==> src/rtl/muldiv_pkg.sv <==
// Shared constants for the iterative multiply/divide unit: op encodings,
// FSM states, special-case results and operand signedness helpers.
package muldiv_pkg;

   localparam logic [2:0] SEL_MUL    = 3'b000;
   localparam logic [2:0] SEL_MULH   = 3'b001;
   localparam logic [2:0] SEL_MULHSU = 3'b010;
   localparam logic [2:0] SEL_MULHU  = 3'b011;
   localparam logic [2:0] SEL_DIV    = 3'b100;
   localparam logic [2:0] SEL_DIVU   = 3'b101;
   localparam logic [2:0] SEL_REM    = 3'b110;
   localparam logic [2:0] SEL_REMU   = 3'b111;

   localparam logic [1:0] ST_IDLE = 2'd0;
   localparam logic [1:0] ST_CALC = 2'd1;
   localparam logic [1:0] ST_FIX  = 2'd2;
   localparam logic [1:0] ST_DONE = 2'd3;

   // Sized for the widest XLEN; the unit slices the low XLEN bits.
   localparam int              XLEN_MAX  = 64;
   localparam logic [XLEN_MAX-1:0] DIVZ_QUOT = '1;
   localparam logic [XLEN_MAX-1:0] OVF_REM   = '0;

   function automatic logic op_signed1(input logic [2:0] sel);
      return (sel == SEL_MULH) || (sel == SEL_MULHSU) ||
             (sel == SEL_DIV)  || (sel == SEL_REM);
   endfunction

   function automatic logic op_signed2(input logic [2:0] sel);
      return (sel == SEL_MULH) || (sel == SEL_DIV) || (sel == SEL_REM);
   endfunction

   function automatic logic op_is_rem(input logic [2:0] sel);
      return (sel == SEL_REM) || (sel == SEL_REMU);
   endfunction

endpackage

==> src/rtl/muldiv_step.sv <==
// One radix-2 iteration shared by multiply (shift-add, right shift of
// the {hi,lo} product) and divide (restoring shift-subtract, left shift).
module muldiv_step #(
   parameter int XLEN = 32
) (
   input  logic            mode_div,
   input  logic [XLEN-1:0] hi,
   input  logic [XLEN-1:0] lo,
   input  logic [XLEN-1:0] opnd,
   output logic [XLEN-1:0] hi_nxt,
   output logic [XLEN-1:0] lo_nxt
);

   logic [XLEN:0]   add_a;
   logic [XLEN:0]   add_b;
   logic [XLEN+1:0] sum;
   logic            no_borrow;

   always_comb begin
      if (mode_div) begin
         add_a = {hi, lo[XLEN-1]};
         add_b = ~{1'b0, opnd};
      end else begin
         add_a = {1'b0, hi};
         add_b = {1'b0, opnd};
      end
      sum = {1'b0, add_a} + {1'b0, add_b} + {{(XLEN+1){1'b0}}, mode_div};
      // Carry out of the subtract means shifted remainder >= divisor.
      no_borrow = sum[XLEN+1];

      if (mode_div) begin
         hi_nxt = no_borrow ? sum[XLEN-1:0] : add_a[XLEN-1:0];
         lo_nxt = {lo[XLEN-2:0], no_borrow};
      end else if (lo[0]) begin
         hi_nxt = sum[XLEN:1];
         lo_nxt = {sum[0], lo[XLEN-1:1]};
      end else begin
         hi_nxt = {1'b0, hi[XLEN-1:1]};
         lo_nxt = {hi[0], lo[XLEN-1:1]};
      end
   end

endmodule

==> src/rtl/muldiv_unit.sv <==
// Iterative RV-style multiply/divide unit: magnitudes iterate for XLEN
// cycles, signs are restored in a single fix-up cycle.
//
//   state | meaning
//   IDLE  | waiting for START
//   CALC  | XLEN radix-2 iterations on operand magnitudes
//   FIX   | sign correction / result select, RESULT loaded
//   DONE  | VALID pulse, new START accepted
module muldiv_unit
   import muldiv_pkg::*;
#(
   parameter int XLEN = 32
) (
   input  logic            CLK,
   input  logic            RESET_N,
   input  logic            START,
   input  logic            KILL,
   input  logic [2:0]      SELECT,
   input  logic [XLEN-1:0] DATA1,
   input  logic [XLEN-1:0] DATA2,
   output logic            BUSY,
   output logic            VALID,
   output logic [XLEN-1:0] RESULT
);

   localparam int              CW       = $clog2(XLEN) + 1;
   localparam logic [XLEN-1:0] MOST_NEG = {1'b1, {(XLEN-1){1'b0}}};

   logic [1:0]        state;
   logic [CW-1:0]     cnt;
   logic [XLEN-1:0]   hi, lo, opnd;
   logic [XLEN-1:0]   hi_nxt, lo_nxt;
   logic [2:0]        op_q;
   logic              neg_q;
   logic [XLEN-1:0]   result_q;

   logic              busy, accept, sgn1, sgn2, div_zero, div_ovf;
   logic [XLEN-1:0]   mag1, mag2, word, word_fix, result_d;
   logic [2*XLEN-1:0] prod;

   assign busy     = (state == ST_CALC) || (state == ST_FIX);
   assign accept   = START && !busy && !KILL;
   assign sgn1     = op_signed1(SELECT) && DATA1[XLEN-1];
   assign sgn2     = op_signed2(SELECT) && DATA2[XLEN-1];
   assign mag1     = sgn1 ? -DATA1 : DATA1;
   assign mag2     = sgn2 ? -DATA2 : DATA2;
   assign div_zero = SELECT[2] && (DATA2 == '0);
   assign div_ovf  = SELECT[2] && !SELECT[0] && (DATA1 == MOST_NEG) && (DATA2 == '1);

   muldiv_step #(.XLEN(XLEN)) u_step (
      .mode_div (op_q[2]),
      .hi       (hi),
      .lo       (lo),
      .opnd     (opnd),
      .hi_nxt   (hi_nxt),
      .lo_nxt   (lo_nxt)
   );

   // Divide keeps the remainder in hi and the quotient in lo.
   always_comb begin
      prod     = neg_q ? -{hi, lo} : {hi, lo};
      word     = op_is_rem(op_q) ? hi : lo;
      word_fix = neg_q ? -word : word;
      result_d = word_fix;
      if (!op_q[2]) begin
         result_d = (op_q == SEL_MUL) ? prod[XLEN-1:0] : prod[2*XLEN-1:XLEN];
      end
   end

   always_ff @(posedge CLK or negedge RESET_N) begin
      if (!RESET_N) begin
         state    <= ST_IDLE;
         cnt      <= '0;
         hi       <= '0;
         lo       <= '0;
         opnd     <= '0;
         op_q     <= '0;
         neg_q    <= 1'b0;
         result_q <= '0;
      end else if (KILL) begin
         state <= ST_IDLE;
      end else begin
         case (state)
            ST_IDLE, ST_DONE: begin
               if (accept) begin
                  op_q <= SELECT;
                  cnt  <= '0;
                  if (div_zero) begin
                     hi    <= DATA1;
                     lo    <= DIVZ_QUOT[XLEN-1:0];
                     neg_q <= 1'b0;
                     state <= ST_FIX;
                  end else if (div_ovf) begin
                     hi    <= OVF_REM[XLEN-1:0];
                     lo    <= DATA1;
                     neg_q <= 1'b0;
                     state <= ST_FIX;
                  end else if (SELECT[2]) begin
                     hi    <= '0;
                     lo    <= mag1;
                     opnd  <= mag2;
                     neg_q <= op_is_rem(SELECT) ? sgn1 : (sgn1 ^ sgn2);
                     state <= ST_CALC;
                  end else begin
                     hi    <= '0;
                     lo    <= mag2;
                     opnd  <= mag1;
                     neg_q <= sgn1 ^ sgn2;
                     state <= ST_CALC;
                  end
               end else begin
                  state <= ST_IDLE;
               end
            end
            ST_CALC: begin
               hi  <= hi_nxt;
               lo  <= lo_nxt;
               cnt <= cnt + CW'(1);
               if (cnt == CW'(XLEN-1)) begin
                  state <= ST_FIX;
               end
            end
            ST_FIX: begin
               result_q <= result_d;
               state    <= ST_DONE;
            end
            default: state <= ST_IDLE;
         endcase
      end
   end

   assign BUSY   = busy;
   assign VALID  = (state == ST_DONE);
   assign RESULT = result_q;

endmodule

==> config.mk <==
export PLATFORM = sky130hd
export DESIGN_NAME = muldiv_unit
export DESIGN_NICKNAME = d
export VERILOG_FILES = /design/src/rtl/muldiv_pkg.sv /design/src/rtl/muldiv_step.sv /design/src/rtl/muldiv_unit.sv
export SDC_FILE = /design/constraint.sdc
export NUM_CORES = 1
export LEC_CHECK = 0
export ABC_AREA = 1
export CORE_MARGIN = 2
export CORE_UTILIZATION = 45
export DETAILED_ROUTE_END_ITERATION = 16
export DONT_BUFFER_PORTS = 1
export PLACE_DENSITY_LB_ADDON = 0.08
export SETUP_SLACK_MARGIN = 0.05
export SKIP_LAST_GASP = 1
export SLEW_MARGIN = 10
export SYNTH_ARGS = -nofsm -noshare
export SYNTH_HDL_FRONTEND = slang
export SYNTH_SLANG_ARGS = --single-unit
export TNS_END_PERCENT = 100
==> constraint.sdc <==
create_clock -name CLK -period 3.6 [get_ports CLK]
set_input_delay 0.36 -clock CLK [delete_from_list [all_inputs] [get_ports CLK]]
set_output_delay 0.36 -clock CLK [all_outputs]
set_load 0.02 [all_outputs]
==> results of run 1 <==
## how the worst max path moves through the flow
stage                                    from                  to  cells after the start
final                      hi[14]$_DFFE_PN0P_   hi[4]$_DFFE_PN0P_                     17
after global routing       hi[14]$_DFFE_PN0P_   hi[4]$_DFFE_PN0P_                     19
after CTS                 op_q[2]$_DFFE_PN0P_   hi[0]$_DFFE_PN0P_                     15
after detailed placement  op_q[2]$_DFFE_PN0P_   hi[0]$_DFFE_PN0P_                     15
after global placement    op_q[2]$_DFFE_PN0P_  hi[22]$_DFFE_PN0P_                     15
after floorplan           op_q[2]$_DFFE_PN0P_  hi[28]$_DFFE_PN0P_                     20
## final cells by class
class	instances	area, um^2	share of cell area
multi-input combinational	2450	12100	0.653
sequential	140	3510	0.190
tap	511	639	0.0346
inverter	265	998	0.0541
clock inverter	14	141	0.00766
timing repair buffer	77	663	0.0359
timing repair inverter	1	7.51	0.000407
clock buffer	18	439	0.0238
## synth_stat cells (all sizes together), types with 4 or more instances
master,count
a22o,4
nand2,985
o31ai,17
a21oi,161
ha,41
inv,259
o21bai,11
o211ai,39
nand3,270
xor2,92
clkbuf,77
clkinv,6
nand3b,12
a31oi,10
and2,4
nor4,7
or2,9
a22oi,22
dfrtp,140
buf,58
nor3,45
nor2,332
o21ai,286
o22ai,4
nand4,58
xnor2,22
## repair_timing
action | CTS | global route
gates resized for setup | 0 | 15
endpoints found under the hold margin | 141 | 140
setup endpoints to repair | 0 | 36
buffers inserted | 0 | 6
## power groups by stage
stage	registers [mW]	logic, mW	clock network, mW
4_1_cts	3.40	12.6	1.84
3_5_place_dp	3.42	12.6	0
2_1_floorplan	2.95	9.02	0
3_3_place_gp	3.41	12.5	0
6_report	3.39	13.2	1.83
5_1_grt	3.46	14.5	1.91
## cells in the final DEF (no fill, tap or decap), types with 25 or more instances in the layout
master,Yosys,layout
a21oi_1,161,159
buf_4,3,68
dfrtp_1,140,138
ha_1,41,41
inv_1,253,252
nand2_1,980,980
nand3_1,264,264
nand4_1,58,58
nor2_1,321,319
nor3_1,42,41
o211ai_1,39,39
o21ai_0,244,238
o21ai_1,20,25
xor2_1,92,91
## worst max-delay path, stage by stage, from the launching register on
cell,delay [ns]
dfrtp_1,0.48
inv_1,0.25
nor2_1,0.11
a21oi_2,0.22
inv_1,0.08
ha_1,0.36
a21oi_1,0.11
o21ai_0,0.39
a21oi_1,0.08
nand3_1,0.21
nand2_1,0.14
nand2_4,0.15
buf_12,0.21
nand2_1,0.08
o211ai_1,0.13
nand3_1,0.17
nand2_1,0.10
nand2_1,0.05
## stage by stage
step                instance area, um^2  hold slack [ns]  worst slack [ns]
floorplan                         17100           0.0644             0.253
global placement                  17800           0.0701             0.179
detailed placement                17800           0.0733             0.146
CTS                               18300           -0.437             0.131
global route                      18500           -0.439           0.00347
finish                            18500           -0.425             0.164
## state kept, by name (all words and copies together) (netlist names)
| register | count |
|---|---|
| RESULT | 32 |
| hi | 32 |
| lo | 32 |
| opnd | 32 |
| cnt | 6 |
| op_q | 3 |
| state | 2 |
| neg_q | 1 |
## per-layer routing
metal,up-vias,track usage,share of wire
li1,9777,-,-
met1,9589,0.512,0.41
met2,1076,0.620,0.44
met3,193,0.0954,0.099
met4,2,0.194,0.051
met5,-,0,0.00017
## logic make-up after synthesis
logic type / after synthesis / synth area share
multiplexers: 1 / 0.000585
XOR/XNOR: 114 / 0.0583
flip-flops: 140 / 0.205
adder cells (fa/ha/maj): 42 / 0.0311
AO/OA/AOI/OAI: 567 / 0.188
AND/OR/NAND/NOR: 1726 / 0.423
buffers and inverters: 400 / 0.0941
==> impl_summary.log, run 1 <==
INFO  metric outcome = complete, but fails checks
INFO  metric failed_checks = negative hold slack
INFO  metric total_number_of_vias = just over 20k
INFO  metric first_global_vias = 19.5k
INFO  metric syn_nets = 3103
INFO  metric worst-setup-path-type = register to register
INFO  metric timing_max_transition_violations_final = 0
INFO  metric drt.antenna.violating_nets = 0
INFO  metric synthesis.area = roughly 17000 um^2
INFO  metric final_count_of_negative_setup_slack_endpoints = 0
INFO  metric relSlewSlack = 0.310
INFO  metric critical_path_peak_fanout = 37
INFO  metric p_sw_frac = 0.605
INFO  metric irDropWorstVdd = 0.475 mV
INFO  metric grt_start_max_net_pins = ~140
INFO  metric holdCritPathClass = input pin to asynchronous set/reset pin
INFO  metric edff_count_synth = 0
INFO  metric whs = -0.425 ns
INFO  metric finalCriticalPeriod = roughly 3.4 ns
INFO  metric detailed_placement_wirelength_estimate = 62900 um
INFO  metric clock_latency = 0.48 ns
INFO  metric skew = 0.0158 ns
INFO  metric avgRoutedWirePerCell = 22.5 um
INFO  metric avgSynthCellArea = 5.73 um^2
INFO  metric wire_length_of_the_first_global_routing_pass = 116000 um
INFO  metric io_buffers = 0
INFO  metric ys_seq_elements = 140
INFO  metric clock_tree_from_tritoncts = yes
INFO  metric syn_inst = 2990
INFO  metric timing_hold_violations_final = 140
INFO  metric power_internal = 7.29 mW
INFO  metric detailedRoute.firstPassIterationCount = 7
INFO  metric drt_first_iter_violations = 2369
INFO  metric post-route-drc-count = 0
INFO  metric rr_endpoint = hi[4]$_DFFE_PN0P_
INFO  metric final.fill_count = approximately 4.2k
INFO  metric total_power = 18.4 mW
INFO  metric switchingPower = 11.2 mW
INFO  metric core.rowCount = 71
INFO  metric static_leak = 8.84 nW
INFO  metric antenna_violations_before_repair = 1
INFO  metric final-instance-count-excl-fill = roughly 3.5k
INFO  metric unrepaired_setup_endpoints_after_global_routing = false
INFO  metric clock_sinks = between 100 and 150
INFO  metric cts-buffers-inserted = 17
INFO  metric antennaDiodeCount = 0
INFO  metric max_freq = 0.291 GHz
INFO  metric timing.critical_path.required = 3.97 ns
INFO  metric critPathLaunchType = register
INFO  metric routed_wl = about 78000 um
INFO  metric die_width = ~200 um
INFO  metric cellPowerDensity = 999 nW/um^2
INFO  metric yosysWarnings = 0
INFO  metric detail_route.vias_per_cell = 5.94
INFO  metric die_y = 199 um
INFO  metric cp-end-kind = register
INFO  metric maximum_number_of_buffers_from_clock_root_to_sink = 2
INFO  metric maxCapViolations = 0
INFO  metric rr_startpoint = hi[14]$_DFFE_PN0P_
INFO  metric routabilityCongestion = 1.03
INFO  metric syn2layout_area_growth = 7.78%
INFO  metric arrival = 3.81 ns
INFO  metric reg2regPathDepth = 17
INFO  metric synth_cell_types = 53
INFO  metric power_frac_seq = 0.184
INFO  metric cts_htree_levels = 4
INFO  metric cts.clk_slew.worst_paths = 0.07 ns
INFO  metric fin_nets = 3065
INFO  metric grt.overflow.total = 0
INFO  metric postCtsHoldBufs = 1
INFO  metric setup_total_negative_slack = 0 ns
INFO  metric postSynth.asyncResetShare = 1.00
INFO  metric ys_seq_area_frac = 0.205
INFO  metric layout-drive-gt1-share = 0.0607
INFO  metric final_min_period_over_clock_period = 0.955
INFO  metric placedCellCount = 3436
INFO  metric worst-slew-pin-transition = 1.03 ns
INFO  metric synth_top_area_cell = nand2_1
INFO  metric post-route-util = 0.491
INFO  metric dominantRegCellSynth = dfrtp_1
INFO  metric design.core.area = about 38000 um^2
INFO  metric combinational_share_of_power = 0.717
INFO  metric initial_core_util = 0.456
INFO  metric synth_top_cells_by_area = nand2_1, dfrtp_1, nand3_1
INFO  metric cts-root-buf = clkbuf_16
INFO  metric synth.top_cell.area_share = 0.215
INFO  metric clock_power_share = 0.099
INFO  metric dieArea = 39600 um^2
INFO  metric timing.reg2reg.setup_slack = 0.16 ns
INFO  metric num_io_pins = 105
INFO  metric gr-usage-all-layers = 0.397
Power figures use the tool's default switching activity.
==> run 2, diff against run 1 <==
Settings changed: REMOVE_ABC_BUFFERS set to 1, SETUP_SLACK_MARGIN 0.05 to 0.02.
Clock period 3.6 ns to 2.8 ns, I/O delays scaled along.
==> impl_summary.log, run 2 (synthesis results as in run 1) <==
INFO  metric final_min_period_over_clock_period = 1.11 (+0.152)
INFO  metric unrepaired_setup_endpoints_after_global_routing = true
INFO  metric cts-root-buf = clkbuf_16
INFO  metric skew = 0.0104 ns (-0.00540 ns)
INFO  metric total_number_of_vias = 23.1k (+12%)
INFO  metric first_global_vias = 21.4k (+9.8%)
INFO  metric drt_first_iter_violations = 2977 (+26%)
INFO  metric routabilityCongestion = 1.07 (+4.0%)
INFO  metric critical_path_peak_fanout = 14 (-62%)
INFO  metric final_design_instance_area_without_fill = 23300 um^2 (+26%)
INFO  metric maximum_number_of_buffers_from_clock_root_to_sink = 2 (unchanged)
INFO  metric critPathLaunchType = register
INFO  metric wire_length_of_the_first_global_routing_pass = 129000 um (+11%)
INFO  metric seqCellArea = 3510 um^2 (unchanged)
INFO  metric detailedRoute.firstPassIterationCount = 7 (unchanged)
INFO  metric clock_sinks = 140 (unchanged)
INFO  metric final-instance-count-excl-fill = 3843 (+11%)
INFO  metric irDropWorstVdd = 0.717 mV (+51%)
INFO  metric post-route-drc-count = 0 (unchanged)
INFO  metric dieArea = 39600 um^2 (unchanged)
INFO  metric post-route-util = 0.621 (+0.130)
INFO  metric mostFrequentLayoutCell = nand2_1
INFO  metric whs = -0.521 ns (-0.0958 ns)
INFO  metric postCtsHoldBufs = 8 (+7)
INFO  metric cp-end-kind = register
INFO  metric total_power = 33.6 mW (+82%)
INFO  metric place_area = 20300 um^2 (+14%)
INFO  metric core.rowCount = 71 (unchanged)
INFO  metric holdCritPathClass = input pin to asynchronous set/reset pin
INFO  metric timing.final.ws_setup = -0.297 ns (-0.461 ns)
INFO  metric fin_nets = 3432 (+12%)
INFO  metric dpl_worst_slack = -0.592 ns (-0.738 ns)
INFO  metric final_count_of_negative_setup_slack_endpoints = 37 (+37)
INFO  metric die_y = 199 um (unchanged)
INFO  metric gr-usage-all-layers = 0.439 (+0.0422)
INFO  metric grt_start_max_net_pins = 141 (unchanged)
INFO  metric worst-setup-path-type = register to register
INFO  metric clock_tree_from_tritoncts = yes
INFO  metric avgRoutedWirePerCell = 23.2 um (+3.1%)
INFO  metric design.core.area = 37600 um^2 (unchanged)
INFO  metric cts.clk_slew.worst_paths = 0.08 ns (about the same)
INFO  metric initial_core_util = 0.456 (unchanged)
INFO  metric layout-drive-gt1-share = 0.243 (+0.182)
INFO  metric failed_checks = negative hold slack, negative setup slack
INFO  metric cts-buffers-inserted = 17 (unchanged)
INFO  metric placedCellCount = 3767 (+9.6%)
INFO  metric setup_total_negative_slack = -7.32 ns (-7.32 ns)
INFO  metric timing_max_transition_violations_final = 0 (unchanged)
INFO  metric num_io_pins = 105 (unchanged)
INFO  metric die_width = 199 um (unchanged)
INFO  metric final.fill_count = 3529 (-16%)
INFO  metric timing.critical_path.required = 3.19 ns (-0.78 ns)
INFO  metric arrival = 3.49 ns (-0.32 ns)
INFO  metric cts_htree_levels = 4 (unchanged)
INFO  metric finalCriticalPeriod = 3.10 ns (-0.339 ns)
INFO  metric io_buffers = 0 (unchanged)
INFO  metric max_freq = 0.323 GHz (+11%)
INFO  metric detail_route.vias_per_cell = 6.02 (+1.5%)
INFO  metric detailed_placement_wirelength_estimate = 68500 um (+8.9%)
INFO  metric maxCapViolations = 0 (unchanged)
INFO  metric grt.overflow.total = 0 (unchanged)
INFO  metric routed_wl = 89300 um (+14%)
INFO  metric drt.antenna.violating_nets = 0 (unchanged)
INFO  metric area_of_the_multi_input_gates = 13800 um^2 (+15%)
INFO  metric syn2layout_area_growth = 36.2%
INFO  metric worst-slew-pin-transition = 0.983 ns (-0.0517 ns)
INFO  metric timing_hold_violations_final = 140 (unchanged)
INFO  metric antenna_violations_before_repair = 1 (unchanged)
INFO  metric commonest_cells_after_routing_fill_and_taps_aside = nand2_1, buf_4, nor2_1
INFO  metric cellPowerDensity = 1440 nW/um^2 (+44%)
INFO  metric outcome = complete, but fails checks
INFO  metric clock_latency = 0.49 ns (about the same)
INFO  metric antennaDiodeCount = 0 (unchanged)
INFO  metric static_leak = 11.1 nW (+25%)
INFO  metric relSlewSlack = 0.345 (+0.0345)
## run 2: changes by cell type in the layout (fill, tap and decap cells not counted), sizes merged
cell,delta
clkbuf,+6
clkinv,+6
dlygate4sd3,+7
inv,-3
buf,+353
nand2,+1
clkinvlp,-3
## run 2: final cells by class
cell class / instances / area share
Tap cell: 511 / 0.0274
Clock buffer: 17 / 0.0182
Clock inverter: 15 / 0.00810
Timing Repair Buffer: 444 / 0.160
Multi-Input combinational cell: 2451 / 0.593
Sequential cell: 140 / 0.150
Inverter: 265 / 0.0427
## run 2: path summary, 6_finish.rpt
check | startpoint | endpoint | slack [ns] | depth (start not counted)
worst max-delay path | op_q[2]$_DFFE_PN0P_ | hi[4]$_DFFE_PN0P_ | -0.30 | 17
min in group CLK | KILL | state[1]$_DFFE_PN0P_ | 0.03 | 3
worst min register to register | opnd[29]$_DFFE_PN0P_ | opnd[29]$_DFFE_PN0P_ | 0.51 | 2
max in group asynchronous | RESET_N | neg_q$_DFFE_PN0P_ | 3.08 | 0
worst max register to register | op_q[2]$_DFFE_PN0P_ | hi[4]$_DFFE_PN0P_ | -0.30 | 17
worst min-delay path | RESET_N | opnd[17]$_DFFE_PN0P_ | -0.52 | 0
## run 2: repair_timing
action,4_1_cts,5_1_grt
endpoints found under the hold margin,153,140
setup buffers,14,13
gates resized for setup,168,257
pin swaps,31,75
endpoints found under the setup margin,39,60
gates cloned,5,8
## run 2: critical path: stages (launching register included)
cell	delay [ns]
dfrtp_4	0.53
buf_12	0.17
clkbuf_16	0.16
o21ai_2	0.31
ha_4	0.27
inv_1	0.08
o21ai_1	0.11
nor2_2	0.14
nor2_1	0.06
nor2_1	0.08
inv_1	0.08
nor2_4	0.18
nand2_8	0.12
buf_12	0.17
o211ai_1	0.25
nand3_1	0.14
nand2_1	0.09
nand2_1	0.05
## run 2: report_power, final
group / total, mW / internal [mW] / switching (mW)
clock network: 2.45 / 1.21 / 1.24
registers: 4.21 / 2.87 / 1.33
logic: 26.9 / 10.9 / 16.1
## run 2: metal layers
layer / routed length, um / track usage / up-vias / share of wire
met5: 15 / 0 / - / 0.00017
met4: 5710 / 0.246 / 2 / 0.064
met3: 11000 / 0.123 / 321 / 0.12
met2: 37800 / 0.657 / 1495 / 0.42
met1: 34800 / 0.567 / 10825 / 0.39
li1: - / - / 10506 / -
